### src/rtl/regfile_pkg.sv
// Shared types and default widths for the register-file write arbiter.
package regfile_pkg;

  localparam int unsigned DATA_W   = 64;
  localparam int unsigned ADDR_W   = 5;
  localparam int unsigned ZERO_REG = 31;
  localparam int unsigned CNT_W    = 16;

  typedef struct packed {
    logic [ADDR_W-1:0] addr;
    logic [DATA_W-1:0] data;
  } wr_req_t;

  typedef enum logic {
    PRI0 = 1'b0,
    PRI1 = 1'b1
  } prio_e;

endpackage

### src/rtl/regfile_wr_arbiter_rr_arb2.sv
// Two-requester round-robin grant with a registered tie-break pointer.
module rr_arb2
  import regfile_pkg::*;
(
  input  logic       clk,
  input  logic       reset,
  input  logic [1:0] req,
  input  logic       hold,
  output logic [1:0] gnt
);

  prio_e r_state;
  prio_e w_next;

  always_ff @(posedge clk or negedge reset) begin
    if (!reset) r_state <= PRI0;
    else        r_state <= w_next;
  end

  always_comb begin
    gnt    = '0;
    w_next = r_state;
    if (!hold) begin
      case (req)
        2'b01:   gnt = 2'b01;
        2'b10:   gnt = 2'b10;
        2'b11:   gnt = (r_state == PRI0) ? 2'b01 : 2'b10;
        default: gnt = '0;
      endcase
      // The pointer moves away from whoever just won; no grant leaves it alone.
      if (gnt[0])      w_next = PRI1;
      else if (gnt[1]) w_next = PRI0;
    end
  end

endmodule

### src/rtl/regfile_wr_arbiter.sv
// Shares the regfile write port between ALU writeback (0) and load return (1).
module regfile_wr_arbiter
  import regfile_pkg::*;
#(
  parameter int unsigned DATA_W   = regfile_pkg::DATA_W,
  parameter int unsigned ADDR_W   = regfile_pkg::ADDR_W,
  parameter int unsigned ZERO_REG = regfile_pkg::ZERO_REG,
  parameter int unsigned CNT_W    = regfile_pkg::CNT_W
) (
  input  logic              clk,
  input  logic              reset,
  input  logic              valid0,
  input  logic [ADDR_W-1:0] addr0,
  input  logic [DATA_W-1:0] data0,
  output logic              ready0,
  input  logic              valid1,
  input  logic [ADDR_W-1:0] addr1,
  input  logic [DATA_W-1:0] data1,
  output logic              ready1,
  input  logic              wr_hold,
  output logic              wr_en,
  output logic [ADDR_W-1:0] wr_addr,
  output logic [DATA_W-1:0] wr_data,
  output logic              mux_sel,
  output logic [CNT_W-1:0]  conflict_cnt
);

  logic [1:0]        w_gnt;
  logic [ADDR_W-1:0] w_sel_addr;
  logic [DATA_W-1:0] w_sel_data;
  logic              w_conflict;

  logic              r_wr_en;
  logic [ADDR_W-1:0] r_wr_addr;
  logic [DATA_W-1:0] r_wr_data;
  logic              r_mux_sel;
  logic [CNT_W-1:0]  r_conflict_cnt;

  rr_arb2 u_arb (
    .clk   (clk),
    .reset (reset),
    .req   ({valid1, valid0}),
    .hold  (wr_hold),
    .gnt   (w_gnt)
  );

  assign ready0     = w_gnt[0];
  assign ready1     = w_gnt[1];
  assign w_sel_addr = w_gnt[1] ? addr1 : addr0;
  assign w_sel_data = w_gnt[1] ? data1 : data0;
  assign w_conflict = valid0 & valid1 & ~wr_hold;

  always_ff @(posedge clk or negedge reset) begin
    if (!reset) begin
      r_wr_en   <= 1'b0;
      r_wr_addr <= '0;
      r_wr_data <= '0;
      r_mux_sel <= 1'b0;
    end else if (|w_gnt) begin
      // Zero-register writes still complete the handshake but never reach the regfile.
      r_wr_en   <= (w_sel_addr != ADDR_W'(ZERO_REG));
      r_wr_addr <= w_sel_addr;
      r_wr_data <= w_sel_data;
      r_mux_sel <= w_gnt[1];
    end else begin
      r_wr_en   <= 1'b0;
    end
  end

  always_ff @(posedge clk or negedge reset) begin
    if (!reset)                                   r_conflict_cnt <= '0;
    else if (w_conflict && (r_conflict_cnt != '1)) r_conflict_cnt <= r_conflict_cnt + CNT_W'(1);
  end

  assign wr_en        = r_wr_en;
  assign wr_addr      = r_wr_addr;
  assign wr_data      = r_wr_data;
  assign mux_sel      = r_mux_sel;
  assign conflict_cnt = r_conflict_cnt;

endmodule

### config.mk
export PLATFORM = sky130hd
export DESIGN_NAME = regfile_wr_arbiter
export DESIGN_NICKNAME = d
export VERILOG_FILES = /design/src/rtl/regfile_pkg.sv /design/src/rtl/regfile_wr_arbiter_rr_arb2.sv /design/src/rtl/regfile_wr_arbiter.sv
export SDC_FILE = /design/constraint.sdc
export NUM_CORES = 1
export LEC_CHECK = 0
export ABC_AREA = 0
export BUFFER_PORTS_ARGS = -buffer_cell sky130_fd_sc_hd__buf_2
export CAP_MARGIN = 20
export CORE_MARGIN = 3
export CORE_UTILIZATION = 30
export CTS_CLUSTER_SIZE = 12
export DETAILED_ROUTE_END_ITERATION = 6
export PLACE_DENSITY = 0.58
export SLEW_MARGIN = 20
export SYNTH_ARGS = -nofsm -noshare
export SYNTH_HDL_FRONTEND = slang
export SYNTH_SLANG_ARGS = --single-unit
### constraint.sdc
create_clock -name clk -period 3.1 [get_ports clk]
set_input_delay 0 -clock clk [delete_from_list [all_inputs] [get_ports clk]]
set_output_delay 0 -clock clk [all_outputs]
set_load 0.02 [all_outputs]
==> impl_metrics.toml <==
[floorplanning]
dieWidth_um = 119
die_h_um = 119
io_pins = 232
die_area_sq_mm = 0.0141
initial_core_util_pct = 31.3
core_area_sq_mm = 0.0122
num_rows = 40

[yosys]
ys_seq_area_share_pct = 57.6
avgSynthCellArea_sq_um = 11.3
synth_area_leaders = "dfrtp_1 58%, a222oi_1 13%, inv_1 5.1%, mux2i_1 4.7%, o21ai_0 2.8%"
yosysWarnings = 0
synth_top_area_cell = "dfrtp_1"
synthArstFlopShare_pct = 100
syn-num-nets = 481
synth_xor_area_share_pct = 2.29
synth_edf_count = 0
synth.most_common_cell = "dfrtp_1"
ys_types = 36
synthCells = 337
synthMuxAreaShare_pct = 5.60
ys_ff_latch = 88
yosysTopAreaCellShare_pct = 57.6
yosys.area_share.simple_pct = 8.94
netlist_area_sq_mm = 0.00382
synth_top_family_by_area = "compound AO/OA/AOI/OAI gates"
synthFlopType = "dfrtp_1"
netlist_top_cells_count = "88 x dfrtp_1, 52 x inv_1, 51 x a222oi_1"
synth_compound_area_share_pct = 17.8
yosys.area_share.adder_pct = 0.328

[critical_path]
cpMaxStageDelayCell = "dlygate4sd3_1"
crit_arrival_ns = 2.74
critPathCaptureType = "flip-flop"
r2r_slack_ns = 0.64
r2r_cells = 6
critical_path_class = "reg -> reg"
startpoint = "u_arb.r_state"
slowest_delay_ns = 0.60
path_cells = "a21boi_4, nor2b_4, buf_4, a222oi_1, dlygate4sd3_1, inv_1"
r2r_start = "u_arb.r_state"
cp_max_fo = 28
crit_family = "buffers and inverters"
critPathLaunchType = "flip-flop"
required_ns = 3.38
critical_path_buf_inv_count = 3
timing.rr.end = "wr_data[34]"

[timing]
tightest_slew_ns = 0.798
setup-tns-final_ns = 0
finalMaxSlewViolations = 0
fin_crit_ns = 2.46
clock_skew_ns = 0.00483
fin_crit_sh_pct = 79.3
fmax_ghz = 0.407
relSlewSlack_pct = 46.8
finalSetupViolCount = 0
rsz0062_at_grt = "no"
hold_viol = 0
finalWorstSetupSlack_ns = 0.643

[global_route]
grt_use_met2_pct = 34.7
grt_pass1_vias = 4416
use_met1_pct = 20.8
grt_pass1_wl_um = 21700
gr-usage-all-layers_pct = 19.0
grt_overflow = 0
busiest_layer = "met2"
antenna_found_initial = 0
met3_usage_pct = 4.65
grt_max_degree = 89

[clock_tree]
cts_buffers = 9
h-tree-depth = 3
cts_resized = 0
ctsRootBufferMaster = "clkbuf_16"
clkSinkCount = 88
clock_latency_ns = 0.33
clock_path_buffers = 2
cts_tree = "built"
clk_pin_slew_worst_paths_ns = 0.06

[power_and_ir_drop]
vdd_drop_max_v = 0.000292
pwr_density_cell_mw_per_mm2 = 545
p_leak_nw = 3.54

[job]
cap_violations = 0

[route]
drt_first_pass_iters = 7
postRouteAntennaNets = 0
num_vias = 4238
drtIter0Drc = 449
vias_per_cell = 4.89
wl_um = 13600
wl_per_cell_um = 15.7
drc_errors = 13

[worst_hold_path]
whs_path_depth = 3
whs_endpoint = "wr_data[46]"
hp-start = "data1[46]"
hold_class = "in -> reg"

[final_layout]
layout.nets = 837
multiInputGateArea_sq_mm = 0.00137
num-fill-cells = 1081
area_delta_synth_final_pct = 78.5
drive_above_1_share_pct = 37.8
seq_area_sq_mm = 0.00220
n_antenna_cell = 0

[placed_design]
place_ws_ns = 1.24
portBuffers = 231
gp_congestion = 0.815
detailed_place_hpwl_um = 8150

[status]
status = "finished with violations"
violations = "design-rule violations"
-- per-layer routing --
metal | vias up | part of all wire (%)
li1 | 1968 | -
met1 | 2001 | 37
met2 | 236 | 52
met3 | 33 | 7.5
met4 | 0 | 2.7
met5 | - | 0
-- tightest hold or removal path, delay by kind of cell --
kind            cells  cell delay [ns]
compound gates      1             0.17
buf+inv             1             0.08
mux                 1             0.05
-- power by group --
group          leakage [nW]  total, mW  internal [mW]  switching, mW
registers              1.09       1.46           1.33          0.133
logic                  2.29       1.13          0.540          0.587
clock network         0.155       1.13          0.690          0.437
total                  3.54       3.71           2.56           1.16
-- layout by cell type (no fill, tap or decap), drive strengths merged, types with 2 or more instances in the layout --
cell type,netlist,routed
nor4,5,5
clkinv,0,2
mux2,3,3
inv,52,52
clkbuf,21,12
dlygate4sd3,0,132
nor2,6,6
xor2,8,8
nand2,26,26
mux2i,18,18
nor3,8,8
a21oi,2,2
a21o,2,2
o21ai,21,21
a222oi,51,51
xnor2,2,2
dfrtp,88,88
nand4,3,3
nand3,4,4
buf,2,236
-- cell families (layout without fill, tap and decap cells) --
group / count (synthesis) / in the layout
xor+xnor: 10 / 10
simple gates: 61 / 61
fa+ha+maj: 1 / 1
mux: 21 / 21
compound gates: 81 / 81
buf+inv: 75 / 436
flops: 88 / 88
-- how the worst max path moves through the flow --
stage | end | cells past startpoint
5_1_grt | wr_data[34] | 7
6_report | wr_data[34] | 6
3_5_place_dp | conflict_cnt[15] | 4
2_1_floorplan | conflict_cnt[15] | 4
3_3_place_gp | conflict_cnt[15] | 4
4_1_cts | wr_data[40] | 6
-- timing repair --
action / 4_1_cts / 5_1_grt
setup buffers: 0 / 0
hold endpoints to repair: 154 / 0
hold buffers: 132 / 0
-- layout make-up --
type / count / share of cell area [%]
Clock buffer: 12 / 3.91
Clock inverter: 4 / 0.752
Inverter: 52 / 2.86
Multi-Input combinational cell: 174 / 20.1
Sequential cell: 88 / 32.3
Tap cell: 168 / 3.08
Timing Repair Buffer: 368 / 37.0
-- registers in the layout, summed over array words and instances, names as in the netlist --
register       flops
wr_en              1
mux_sel            1
conflict_cnt      16
u_arb.r_state      1
wr_addr            5
wr_data           64
-- metrics by stage --
step	power (mW)	hold WS (ns)	cell area, sq um	utilization (%)	cells
2_1_floorplan	1.96	-0.296	3820	-	337
3_3_place_gp	2.33	0.207	5170	42.4	718
3_5_place_dp	2.35	0.211	5170	42.4	718
4_1_cts	3.73	0.000140	6810	55.8	866
5_1_grt	3.91	0.0280	6820	55.8	866
6_report	3.71	0.0106	6820	55.8	866
(Power assumes the default switching activity.)
